===== config.mk =====
export PLATFORM = sky130hd
export DESIGN_NAME = lcd_bus_sequencer
export DESIGN_NICKNAME = d
export VERILOG_FILES = /design/src/rtl/lcd_bus_sequencer.sv
export SDC_FILE = /design/constraint.sdc
export NUM_CORES = 1
export LEC_CHECK = 0
export ABC_AREA = 1
export BUFFER_PORTS_ARGS = -buffer_cell sky130_fd_sc_hd__buf_4
export CAP_MARGIN = 15
export CORE_AREA = 3 3 185 133
export CTS_CLUSTER_SIZE = 40
export DETAILED_ROUTE_END_ITERATION = 10
export DIE_AREA = 0 0 188 136
export GPL_ROUTABILITY_DRIVEN = 0
export SLEW_MARGIN = 20
export SYNTH_ARGS = -nofsm -noshare
export SYNTH_HDL_FRONTEND = slang
export SYNTH_SLANG_ARGS = --single-unit

===== constraint.sdc =====
create_clock -name clk -period 2.8 [get_ports clk]
set_input_delay 0 -clock clk [delete_from_list [all_inputs] [get_ports clk]]
set_output_delay 0 -clock clk [all_outputs]
set_load 0.02 [all_outputs]

===== src/rtl/lcd_bus_sequencer.sv =====
// HD44780-style write-only byte bus engine: FIFO-buffered command/data bytes driven onto the
// LCD pins with setup, enable-pulse, hold and execution-delay timing. Define LCD_AUTO_INIT_EN
// to have the sequencer issue the 4-byte init sequence itself after power-up.
module lcd_bus_sequencer #(
    parameter int FIFO_DEPTH  = 16,
    parameter int T_SETUP_CYC = 3,
    parameter int T_EN_CYC    = 13,
    parameter int T_HOLD_CYC  = 2,
    parameter int T_CMD_CYC   = 2000,
    parameter int T_CLR_CYC   = 82000,
    parameter int T_PWRUP_CYC = 750000
) (
    input  logic       clk,
    input  logic       rst,
    input  logic       in_valid,
    output logic       in_ready,
    input  logic       in_rs,
    input  logic [7:0] in_data,
    output logic       busy,
    output logic [7:0] LCD_DATA,
    output logic       LCD_RW,
    output logic       LCD_EN,
    output logic       LCD_RS,
    output logic       LCD_ON
);

`ifdef LCD_AUTO_INIT_EN
    localparam bit AUTO_INIT = 1'b1;
`else
    localparam bit AUTO_INIT = 1'b0;
`endif

    function automatic int max2(input int a, input int b);
        return (a > b) ? a : b;
    endfunction

    localparam int FIFO_AW = (FIFO_DEPTH > 1) ? $clog2(FIFO_DEPTH) : 1;
    localparam int MAX_DLY = max2(max2(max2(T_SETUP_CYC, T_EN_CYC), max2(T_HOLD_CYC, T_CMD_CYC)),
                                  max2(T_CLR_CYC, T_PWRUP_CYC));
    localparam int CNT_W   = $clog2(MAX_DLY + 1);

    // A state lasting N cycles loads N-1 on entry and leaves when the count reaches 0.
    localparam logic [CNT_W-1:0] LD_SETUP = CNT_W'((T_SETUP_CYC > 0) ? T_SETUP_CYC - 1 : 0);
    localparam logic [CNT_W-1:0] LD_EN    = CNT_W'((T_EN_CYC    > 0) ? T_EN_CYC    - 1 : 0);
    localparam logic [CNT_W-1:0] LD_HOLD  = CNT_W'((T_HOLD_CYC  > 0) ? T_HOLD_CYC  - 1 : 0);
    localparam logic [CNT_W-1:0] LD_CMD   = CNT_W'((T_CMD_CYC   > 0) ? T_CMD_CYC   - 1 : 0);
    localparam logic [CNT_W-1:0] LD_CLR   = CNT_W'((T_CLR_CYC   > 0) ? T_CLR_CYC   - 1 : 0);
    localparam logic [CNT_W-1:0] LD_PWRUP = CNT_W'((T_PWRUP_CYC > 0) ? T_PWRUP_CYC - 1 : 0);

    typedef enum logic [2:0] {
        ST_PWRUP,
        ST_IDLE,
        ST_INIT,
        ST_SETUP,
        ST_PULSE,
        ST_HOLD,
        ST_WAIT
    } state_t;

    state_t             state, state_next;
    logic [CNT_W-1:0]   cnt, cnt_next;
    logic [2:0]         init_cnt, init_cnt_next;

    logic [8:0]         fifo_mem [FIFO_DEPTH];
    logic [FIFO_AW-1:0] wr_ptr, rd_ptr;
    logic [FIFO_AW:0]   fifo_count;
    logic               fifo_full, fifo_empty;
    logic               fifo_push, fifo_pop;
    logic [8:0]         fifo_head;

    logic               lcd_on_q, lcd_en_q, lcd_rs_q;
    logic [7:0]         lcd_data_q;
    logic               init_load, en_next, long_wait;
    logic [7:0]         init_byte;

    assign fifo_full  = (fifo_count == (FIFO_AW + 1)'(FIFO_DEPTH));
    assign fifo_empty = (fifo_count == '0);
    assign fifo_head  = fifo_mem[rd_ptr];
    // lcd_on_q is low only in the reset-held PWRUP state, which blocks uploads until the first edge.
    assign in_ready   = !fifo_full && lcd_on_q;
    assign fifo_push  = in_valid && in_ready;
    assign long_wait  = !lcd_rs_q && ((lcd_data_q == 8'h01) || (lcd_data_q == 8'h02) ||
                                      (lcd_data_q == 8'h03));

    always_comb begin
        case (init_cnt[1:0])
            2'd0:    init_byte = 8'h38;
            2'd1:    init_byte = 8'h0C;
            2'd2:    init_byte = 8'h01;
            default: init_byte = 8'h06;
        endcase
    end

    always_ff @(posedge clk or negedge rst) begin
        if (!rst) begin
            state    <= ST_PWRUP;
            cnt      <= '0;
            init_cnt <= '0;
        end else begin
            state    <= state_next;
            cnt      <= cnt_next;
            init_cnt <= init_cnt_next;
        end
    end

    always_comb begin
        state_next    = state;
        cnt_next      = cnt;
        init_cnt_next = init_cnt;
        case (state)
            ST_PWRUP: begin
                if (!lcd_on_q) begin
                    cnt_next = LD_PWRUP;
                end else if (cnt == '0) begin
                    state_next = AUTO_INIT ? ST_INIT : ST_IDLE;
                end else begin
                    cnt_next = cnt - CNT_W'(1);
                end
            end
            ST_IDLE: begin
                if (!fifo_empty) begin
                    state_next = ST_SETUP;
                    cnt_next   = LD_SETUP;
                end
            end
            ST_INIT: begin
                state_next    = ST_SETUP;
                cnt_next      = LD_SETUP;
                init_cnt_next = init_cnt + 3'd1;
            end
            ST_SETUP: begin
                if (cnt == '0) begin
                    state_next = ST_PULSE;
                    cnt_next   = LD_EN;
                end else begin
                    cnt_next = cnt - CNT_W'(1);
                end
            end
            ST_PULSE: begin
                if (cnt == '0) begin
                    state_next = ST_HOLD;
                    cnt_next   = LD_HOLD;
                end else begin
                    cnt_next = cnt - CNT_W'(1);
                end
            end
            ST_HOLD: begin
                if (cnt == '0) begin
                    state_next = ST_WAIT;
                    cnt_next   = long_wait ? LD_CLR : LD_CMD;
                end else begin
                    cnt_next = cnt - CNT_W'(1);
                end
            end
            ST_WAIT: begin
                if (cnt == '0) begin
                    state_next = (AUTO_INIT && (init_cnt != 3'd4)) ? ST_INIT : ST_IDLE;
                end else begin
                    cnt_next = cnt - CNT_W'(1);
                end
            end
            default: begin
                state_next = ST_PWRUP;
                cnt_next   = '0;
            end
        endcase
    end

    always_comb begin
        fifo_pop  = (state == ST_IDLE) && !fifo_empty;
        init_load = (state == ST_INIT);
        en_next   = (state_next == ST_PULSE);
        busy      = (state != ST_IDLE) || !fifo_empty;
    end

    always_ff @(posedge clk) begin
        if (fifo_push) begin
            fifo_mem[wr_ptr] <= {in_rs, in_data};
        end
    end

    always_ff @(posedge clk or negedge rst) begin
        if (!rst) begin
            wr_ptr     <= '0;
            rd_ptr     <= '0;
            fifo_count <= '0;
        end else begin
            if (fifo_push) begin
                wr_ptr <= wr_ptr + FIFO_AW'(1);
            end
            if (fifo_pop) begin
                rd_ptr <= rd_ptr + FIFO_AW'(1);
            end
            case ({fifo_push, fifo_pop})
                2'b10:   fifo_count <= fifo_count + (FIFO_AW + 1)'(1);
                2'b01:   fifo_count <= fifo_count - (FIFO_AW + 1)'(1);
                default: fifo_count <= fifo_count;
            endcase
        end
    end

    // Pins are registered so EN is glitch-free; RS/DATA only move when a byte is launched.
    always_ff @(posedge clk or negedge rst) begin
        if (!rst) begin
            lcd_on_q   <= 1'b0;
            lcd_en_q   <= 1'b0;
            lcd_rs_q   <= 1'b0;
            lcd_data_q <= 8'h00;
        end else begin
            lcd_on_q <= 1'b1;
            lcd_en_q <= en_next;
            if (fifo_pop) begin
                lcd_rs_q   <= fifo_head[8];
                lcd_data_q <= fifo_head[7:0];
            end else if (init_load) begin
                lcd_rs_q   <= 1'b0;
                lcd_data_q <= init_byte;
            end
        end
    end

    assign LCD_DATA = lcd_data_q;
    assign LCD_RS   = lcd_rs_q;
    assign LCD_EN   = lcd_en_q;
    assign LCD_ON   = lcd_on_q;
    assign LCD_RW   = 1'b0;

endmodule

==> impl_metrics.toml, run 1 <==
[die]
dieArea_um2 = 25600
die_h_um = 136
coreArea_um2 = 22700
initial_utilization_pct = 40.2
num_io_pins = 26
rows = 46
die_w_um = 188

[route]
drt_wl_total_um = 21900
drt_first_iter_violations = 634
route.vias.total = 6604
vias_per_cell = 5.07
route.antenna.remaining_nets = 0
routedWlPerCell_um = 16.8
drc = 0
first_pass_iters = 5

[worst_setup_path]
crit_arrival_ns = 2.88
cpPeakStageDelay_ns = 0.48
worstPathCellList = "inv_2 -> nor3_2 -> nand2_2 -> clkinv_4 -> ha_1 -> inv_1 -> fa_1 -> inv_1 -> a21oi_1 -> nor2_1 -> nor2_1 -> nand2_1 -> nand2_1 -> nor2_1 -> xor2_1"
endpoint_kind = "flip-flop"
path_delay_family = "simple AND/OR/NAND/NOR gates"
slowest_stage = "dfrtp_1"
reg2reg_to = "fifo_count[4]"
cp_common_cell = "nor2_1"
path_buf_inv = 4
crit_fanout = 16
cp-startpoint = "state[0]"
crit_type = "reg2reg"
cp.required_ns = 3.16
start_kind = "flip-flop"
critPathCapture = "fifo_count[4]"
reg2reg_from = "state[0]"
cp.depth = 15
worstRegToRegCells = 15
rrSetupSlack_ns = 0.28

[yosys]
synthSimpleGateAreaFrac_pct = 21.1
synth.most_common_cell = "nand2_1"
synth_top_cell_area_share_pct = 47.3
yosysUniqueCellTypes = 41
ys.flop_type = "edfxtp_1"
ys_warn_count = 0
synth_edf_count = 144
yosysSeqAreaShare_pct = 60.7
synth-compound-area-share_pct = 8.69
netlist_area_um2 = 9150
syn_avg_cell_area_um2 = 9.79
synth_top_family_by_area = "simple AND/OR/NAND/NOR gates"
async_reset_ff_share_pct = 25.4
synth_top_area_cell = "edfxtp_1"
synth_area_leaders = "edfxtp_1, dfrtp_1, nand2_1, nor2_1, o21ai_0"
synthCells = 934
synth_seq_cells = 193
synth_mux_area_share_pct = 0
synth_nets = 964
synthAdderAreaFrac_pct = 2.54
yosys-top-cells-count = "nand2_1, nor2_1, edfxtp_1, o21ai_0, nand3_1"
synth_xor_area_share_pct = 1.72

[power]
leakagePower_uw = 0.00423
ir_drop_mv = 0.544
powerDensity_nw_per_um2 = 1060

[timing]
tns_ns = 0
slew_violations = 0
min_period_ns = 2.52
worst_pin_slew_ns = 0.672
rsz0062_at_grt = "false"
setup_viol = 0
skew_ns = 0.0105
slew_headroom_pct = 55.2
clock.fmax_mhz = 397
hold_violations = 0
fin_crit_sh_pct = 89.9

[grt]
grt_pass1_wl_um = 34500
grt_use_total_pct = 17.6
grt_max_degree = 81
grt_pass1_vias = 5996
antenna_found_initial = 0
overflow = 0

[place]
placedCellCount = 1260
io_buffers = 24
hpwl_um = 14700

[finish]
drive_gt1_share_pct = 12.7
finalNetCount = 1008
seq_area_um2 = 5550
num-fill-cells = 2116
area_growth_pct = 14.6
multi_input_area_um2 = 3130
num_antenna_cells = 0
instances_no_fill = 1303

[cts]
hold_buffers = 11
worstSkewPairLatency_ns = 0.43
cts_resized = 0
cts_tree = "built"
cts_root_buf = "clkbuf_16"
cts_inserted_buffers = 17
cts_buffer_depth = 2
cts_sinks = 193
cts_setup_buffers = 0
cts_max_level = 4
cts.clk_slew.worst_paths_ns = 0.07

[status]
outcome = "completed"

[worst_hold_path]
hold_path_class = "in2async"

[run]
drv_cap = 0
==> power by group <==
group | switching (uW) | internal [uW] | total [uW]
combinational | 3140 | 1550 | 4690
clock | 1110 | 1420 | 2530
sequential | 405 | 3490 | 3890
==> through the flow <==
step           hold slack (ns)  cell area (um2)  power [uW]  util (%)  setup WS (ns)
2_1_floorplan           -0.296             9150        7220         -          0.468
3_3_place_gp            0.0804             9770        8560      43.0          0.321
3_5_place_dp            0.0804             9770        8590      43.0          0.305
4_1_cts                  0.152            10500       11200      46.1          0.298
5_1_grt                  0.177            10500       12000      46.1         0.0216
6_report                 0.135            10500       11100      46.1          0.284
==> cell families after synthesis <==
kind of cell,Yosys count
and+or+nand+nor,444
DFF,193
AOI/OAI and AO/OA,145
buffers and inverters,114
xor gates and xnor gates,18
adders and majority gates,18
other,2
==> cell type report <==
type / count / area share [%]
clock inverters: 14 / 1.71
clock buffers: 18 / 4.09
inverters: 78 / 2.84
repair buffers: 61 / 4.87
flip-flops and latches: 193 / 53.0
well taps: 312 / 3.72
multi-input cells: 627 / 29.8
==> registers in the layout, summed over array words and instances (netlist names) <==
| name | cells |
|---|---|
| fifo_mem | 144 |
| cnt | 20 |
| LCD_DATA | 8 |
| fifo_count | 5 |
| rd_ptr | 4 |
| wr_ptr | 4 |
| state | 3 |
| init_cnt | 2 |
| LCD_EN | 1 |
| LCD_ON | 1 |
| LCD_RS | 1 |
==> routing by layer <==
layer / track usage, % / wire [um] / vias to the layer above
met4: 6.04 / 375 / 0
met5: 0 / 0 / -
met3: 3.94 / 1390 / 20
met1: 27.8 / 11400 / 3159
met2: 23.5 / 8700 / 193
li1: - / - / 3232
==> worst reg2reg max path, cell delays in order, from the launching register on <==
cell      delay, ns
dfrtp_1        0.48
inv_2          0.08
nor3_2         0.19
nand2_2        0.16
clkinv_4       0.17
ha_1           0.27
inv_1          0.10
fa_1           0.36
inv_1          0.09
a21oi_1        0.07
nor2_1         0.09
nor2_1         0.06
nand2_1        0.05
nand2_1        0.04
nor2_1         0.10
xor2_1         0.14
==> cell usage in the layout (no fill, tap or decap), types with 3 or more instances in the layout <==
cell | synthesis | layout
a21oi_1 | 18 | 18
buf_4 | 3 | 48
bufinv_16 | 0 | 3
clkbuf_16 | 0 | 17
clkinvlp_4 | 0 | 3
dfrtp_1 | 49 | 47
dlygate4sd3_1 | 0 | 11
edfxtp_1 | 144 | 144
ha_1 | 17 | 17
inv_1 | 64 | 64
inv_2 | 12 | 12
inv_6 | 0 | 4
nand2_1 | 174 | 174
nand2_2 | 4 | 4
nand2_4 | 3 | 3
nand3_1 | 67 | 67
nand4_1 | 8 | 8
nor2_1 | 160 | 160
nor2_2 | 13 | 13
nor2_4 | 3 | 3
nor3_1 | 4 | 4
o211ai_1 | 20 | 20
o21ai_0 | 86 | 86
o21ai_1 | 14 | 14
xnor2_1 | 3 | 3
xor2_1 | 15 | 15
==> how the worst min path moves through the flow <==
stage                     from           to  slack (ns)  depth (start not counted)
after floorplan            rst  LCD_DATA[0]       -0.30                          0
after global placement     rst      cnt[11]        0.08                          1
after detailed placement   rst      cnt[13]        0.08                          1
after CTS                  rst      cnt[11]        0.15                          2
after global routing       rst      cnt[13]        0.18                          2
final                      rst      cnt[13]        0.14                          2
Power figures use the tool's default switching activity.
==> run 2: changes to the inputs <==
--- a/config.mk
+++ b/config.mk
@@ -7,12 +7,13 @@
 export LEC_CHECK = 0
 export ABC_AREA = 1
 export BUFFER_PORTS_ARGS = -buffer_cell sky130_fd_sc_hd__buf_4
-export CAP_MARGIN = 15
+export CAP_MARGIN = 30
 export CORE_AREA = 3 3 185 133
 export CTS_CLUSTER_SIZE = 40
 export DETAILED_ROUTE_END_ITERATION = 10
 export DIE_AREA = 0 0 188 136
 export GPL_ROUTABILITY_DRIVEN = 0
+export REMOVE_ABC_BUFFERS = 1
 export SLEW_MARGIN = 20
 export SYNTH_ARGS = -nofsm -noshare
 export SYNTH_HDL_FRONTEND = slang
==> run 2 against run 1 <==
  * Clock power down 3%
  * Die area unchanged
  * Cell count about the same
  * Power down 0.68%
  * Critical path type unchanged
  * Critical endpoint unchanged
  * Largest cell class unchanged
  * Largest power group unchanged
==> impl_metrics.toml, run 2 (synthesis results as in run 1) <==
[route]
dr_wl_met3_um = 1450
drt_first_iter_violations = 637
wl_met2_um = 9100
highest_layer = "met4"
drc = 0
first_pass_iters = 6
routedLengthMet1_um = 11400
routedWlPerCell_um = 17.0
route.antenna.remaining_nets = 0
route.vias.total = 6575
drt_wl_total_um = 22200
vias_per_cell = 5.04

[cts]
cts_tree = "built"
cts_setup_buffers = 0
cts_inserted_buffers = 17
cts_sinks = 193
cts.clk_slew.worst_paths_ns = 0.08
cts_root_buf = "clkbuf_16"
worstSkewPairLatency_ns = 0.44
cts_max_level = 4
cts_buffer_depth = 2

[place]
hpwl_um = 14500
io_buffers = 24
placedCellCount = 1261

[worst_setup_path]
cpPeakStageDelay_ns = 0.42
slowest_stage = "dfrtp_1"
crit_fanout = 5
rrSetupSlack_ns = 0.34
worstRegToRegCells = 16
crit_arrival_ns = 2.83
reg2reg_to = "fifo_count[4]"
cp.required_ns = 3.16
reg2reg_from = "fifo_count[1]"
crit_type = "reg2reg"
path_buf_inv = 3
worstPathCellList = "nor2_2 -> nand3_1 -> o21ai_0 -> inv_1 -> nand2_1 -> ha_1 -> inv_1 -> fa_1 -> inv_1 -> a21oi_1 -> nor2_1 -> nor2_1 -> nand2_1 -> nand2_1 -> nor2_1 -> xor2_1"
path_delay_family = "simple AND/OR/NAND/NOR gates"
endpoint_kind = "flip-flop"
cp-startpoint = "fifo_count[1]"
start_kind = "flip-flop"

[finish]
layout_common_cells = "nand2_1, nor2_1, edfxtp_1, o21ai_0, nand3_1"
finalNetCount = 1009
largest_reg_flops = 144
instances_no_fill = 1304
num_antenna_cells = 0
largest_register = "fifo_mem"
num-fill-cells = 2147
drive_gt1_share_pct = 13.0
area_growth_pct = 14.7
layout_commonest_cell = "nand2_1"

[die]
rows = 46
die_w_um = 188
num_io_pins = 26
coreArea_um2 = 22700
die_h_um = 136
initial_utilization_pct = 40.2
dieArea_um2 = 25600

[power]
p_total_uw = 11000
p_int_uw = 6260
leakagePower_uw = 0.00424
ir_drop_mv = 0.455
power_frac_comb_pct = 42.5
p_sw_share_pct = 43.3
power.share.sequential_pct = 35.2
p_sw_uw = 4780
power_frac_clock_pct = 22.3
powerDensity_nw_per_um2 = 1050

[grt]
grt_use_total_pct = 18.1
antenna_found_initial = 0
grt_pass1_vias = 6015
overflow = 0
grt_max_degree = 81
grt_pass1_wl_um = 35300

[run]
drv_cap = 0

[timing]
hold_violations = 0
setup_viol = 0
clock.fmax_mhz = 406
tns_ns = 0
slew_headroom_pct = 53.5
worst_pin_slew_ns = 0.697
slew_violations = 0
min_period_ns = 2.46
hold_ws_ns = 0.123
rsz0062_at_grt = "false"
fin_crit_sh_pct = 87.9
skew_ns = 0.0108

[status]
outcome = "completed"

[worst_hold_path]
hold_path_class = "in2async"
## run 2: changes by cell type in the layout (fill, tap and decap cells not counted), sizes merged
cell	delta
clkinvlp	-3
bufinv	-3
buf	+1
clkbuf	-1
inv	+2
clkinv	+5
## run 2: how the worst max path moves through the flow
stage,endpoint,slack (ns),cells after the start
after floorplan,LCD_DATA[3],-0.06,9
final,fifo_count[4],0.34,16
after CTS,fifo_count[4],0.32,16
after global routing,fifo_count[4],0.03,16
after global placement,fifo_count[4],0.37,16
after detailed placement,fifo_count[4],0.31,16
## run 2: repair_timing
item                      4_1_cts  5_1_grt
gates resized for setup         0        0
hold buffers                   11        0
hold endpoints to repair      194        0
## run 2: cell type report
class	instances	area (um2)	area share [%]
flip-flops and latches	193	5550	52.9
multi-input cells	627	3130	29.8
repair buffers	62	518	4.94
clock buffers	17	425	4.06
well taps	312	390	3.72
inverters	78	298	2.84
clock inverters	15	179	1.71
## run 2: routing by layer
layer  track usage [%]  vias to the layer above
met5                 0                        -
met4              4.16                        0
met3              4.54                       13
met2              24.4                      180
met1              28.7                     3143
li1                  -                     3239
## run 2: power by group through the flow
stage                     clock network, uW  logic, uW  registers (uW)
after global placement                    0       4620            3940
after floorplan                           0       3020            4050
after CTS                              2510       4680            3880
after global routing                   2640       5300            3940
after detailed placement                  0       4640            3940
final                                  2460       4690            3890
## run 2: stage by stage
step / utilization, % / cell area, um2 / setup slack (ns)
floorplan: - / 8970 / -0.0642
finish: 46.1 / 10500 / 0.338
global route: 46.1 / 10500 / 0.0288
CTS: 46.1 / 10500 / 0.321
detailed placement: 43.0 / 9770 / 0.306
global placement: 43.0 / 9770 / 0.367
==> run 3: changes to the inputs <==
--- a/config.mk
+++ b/config.mk
@@ -13,7 +13,9 @@
 export DETAILED_ROUTE_END_ITERATION = 10
 export DIE_AREA = 0 0 188 136
 export GPL_ROUTABILITY_DRIVEN = 0
+export MAX_ROUTING_LAYER = met4
 export REMOVE_ABC_BUFFERS = 1
+export SKIP_LAST_GASP = 1
 export SLEW_MARGIN = 20
 export SYNTH_ARGS = -nofsm -noshare
 export SYNTH_HDL_FRONTEND = slang
==> run 3 against run 2 <==
  * Power grew 0.12%
  * Cell area is the same
  * Sequential power is essentially flat
  * Fmax is essentially flat
  * Global-route usage up 0.54 points
  * Worst setup slack got worse by 0.0023 ns
  * Critical endpoint unchanged
  * Largest cell class unchanged
  * Largest power group unchanged
  * Highest routed layer unchanged
==> impl_metrics.toml, run 3 (synthesis results as in run 1) <==
[status]
outcome = "completed"

[route]
first_pass_iters = 5
drc = 0
vias_per_cell = 5.07
routedWlPerCell_um = 17.1
drt_wl_total_um = 22300
route.antenna.remaining_nets = 0
route.vias.total = 6607
drt_first_iter_violations = 601

[cts]
cts_max_level = 4
worstSkewPairLatency_ns = 0.44
cts_buffer_depth = 2
cts_root_buf = "clkbuf_16"
cts_inserted_buffers = 17
cts_tree = "built"
cts_sinks = 193
cts.clk_slew.worst_paths_ns = 0.08
cts_resized = 0
cts_setup_buffers = 0

[finish]
largest_register = "fifo_mem"
layout_common_cells = "nand2_1, nor2_1, edfxtp_1, o21ai_0, nand3_1"
seq_area_um2 = 5550
final_area_um2 = 10500
finalNetCount = 1009
area_growth_pct = 14.7
largest_reg_flops = 144
num_antenna_cells = 0
instances_no_fill = 1304
num-fill-cells = 2147
layout_commonest_cell = "nand2_1"
drive_gt1_share_pct = 13.0
multi_input_area_um2 = 3130

[timing]
fin_ws_ns = 0.336
worst_pin_slew_ns = 0.696
hold_violations = 0
rsz0062_at_grt = "false"
fin_crit_sh_pct = 88.0
min_period_ns = 2.46
clock.fmax_mhz = 406
slew_headroom_pct = 53.6
slew_violations = 0
hold_ws_ns = 0.131
tns_ns = 0
setup_viol = 0
skew_ns = 0.0116

[grt]
met1_usage_pct = 28.8
antenna_found_initial = 0
busiest_layer = "met1"
overflow = 0
grt_pass1_vias = 6022
grt_pass1_wl_um = 35300
grt_use_total_pct = 18.6
grtUsageMet3_pct = 4.43
met2_usage_pct = 24.3
grt_max_degree = 81

[die]
num_io_pins = 26
die_w_um = 188
rows = 46
die_h_um = 136
dieArea_um2 = 25600
initial_utilization_pct = 40.2
coreArea_um2 = 22700

[power]
p_int_uw = 6260
leakagePower_uw = 0.00424
power_frac_comb_pct = 42.5
powerDensity_nw_per_um2 = 1050
power.share.sequential_pct = 35.2
ir_drop_mv = 0.454
power_frac_clock_pct = 22.3
p_sw_uw = 4790
p_sw_share_pct = 43.4

[run]
drv_cap = 0

[worst_setup_path]
start_kind = "flip-flop"
rrSetupSlack_ns = 0.34
endpoint_kind = "flip-flop"
reg2reg_from = "fifo_count[1]"
crit_arrival_ns = 2.83
reg2reg_to = "fifo_count[4]"
worstRegToRegCells = 16
crit_fanout = 5
crit_type = "reg2reg"
cp.required_ns = 3.16

[worst_hold_path]
hold_path_class = "in2async"

[place]
place_area_um2 = 9770
hpwl_um = 14500
post-place-ws_ns = 0.306
placedCellCount = 1261
io_buffers = 24
[run 3: cell counts in the layout (fill, tap and decap cells not counted)]
No cell type changed its count.
[run 3: repair_timing]
item	CTS	global route
setup endpoints to repair	0	0
hold endpoints to repair	194	0
hold buffers	11	0
[run 3: worst max-delay path by stage]
stage,start,to,slack (ns)
final,fifo_count[1],fifo_count[4],0.34
after global routing,fifo_count[1],fifo_count[4],0.03
after CTS,fifo_count[1],fifo_count[4],0.32
after detailed placement,fifo_count[1],fifo_count[4],0.31
after global placement,fifo_count[1],fifo_count[4],0.37
after floorplan,rd_ptr[0],LCD_DATA[3],-0.06
[run 3: cell type report]
type / count / area share [%]
clock buffers: 17 / 4.06
well taps: 312 / 3.72
multi-input cells: 627 / 29.8
flip-flops and latches: 193 / 52.9
clock inverters: 15 / 1.71
repair buffers: 62 / 4.94
inverters: 78 / 2.84
[run 3: power by group through the flow]
stage          Combinational [uW]  Sequential [uW]  Clock [uW]
3_3_place_gp                 4620             3940           0
5_1_grt                      5300             3940        2640
6_report                     4700             3890        2460
4_1_cts                      4680             3880        2510
3_5_place_dp                 4640             3940           0
2_1_floorplan                3020             4050           0
[run 3: worst max-delay path: stages, from the launching register on]
cell,delay [ns]
dfrtp_1,0.42
nor2_2,0.15
nand3_1,0.07
o21ai_0,0.14
inv_1,0.07
nand2_1,0.15
ha_1,0.27
inv_1,0.10
fa_1,0.36
inv_1,0.09
a21oi_1,0.07
nor2_1,0.09
nor2_1,0.06
nand2_1,0.05
nand2_1,0.04
nor2_1,0.11
xor2_1,0.15
[run 3: stage by stage]
stage	utilization (%)	total power, uW
2_1_floorplan	-	7070
3_3_place_gp	43.0	8560
3_5_place_dp	43.0	8590
4_1_cts	46.1	11100
5_1_grt	46.1	11900
6_report	46.1	11000
[run 3: layer usage]
layer	vias to the layer above	part of all wire, %
met3	13	6.7
met1	3143	51
met4	0	1.1
met2	215	41
li1	3236	-
met5	-	0
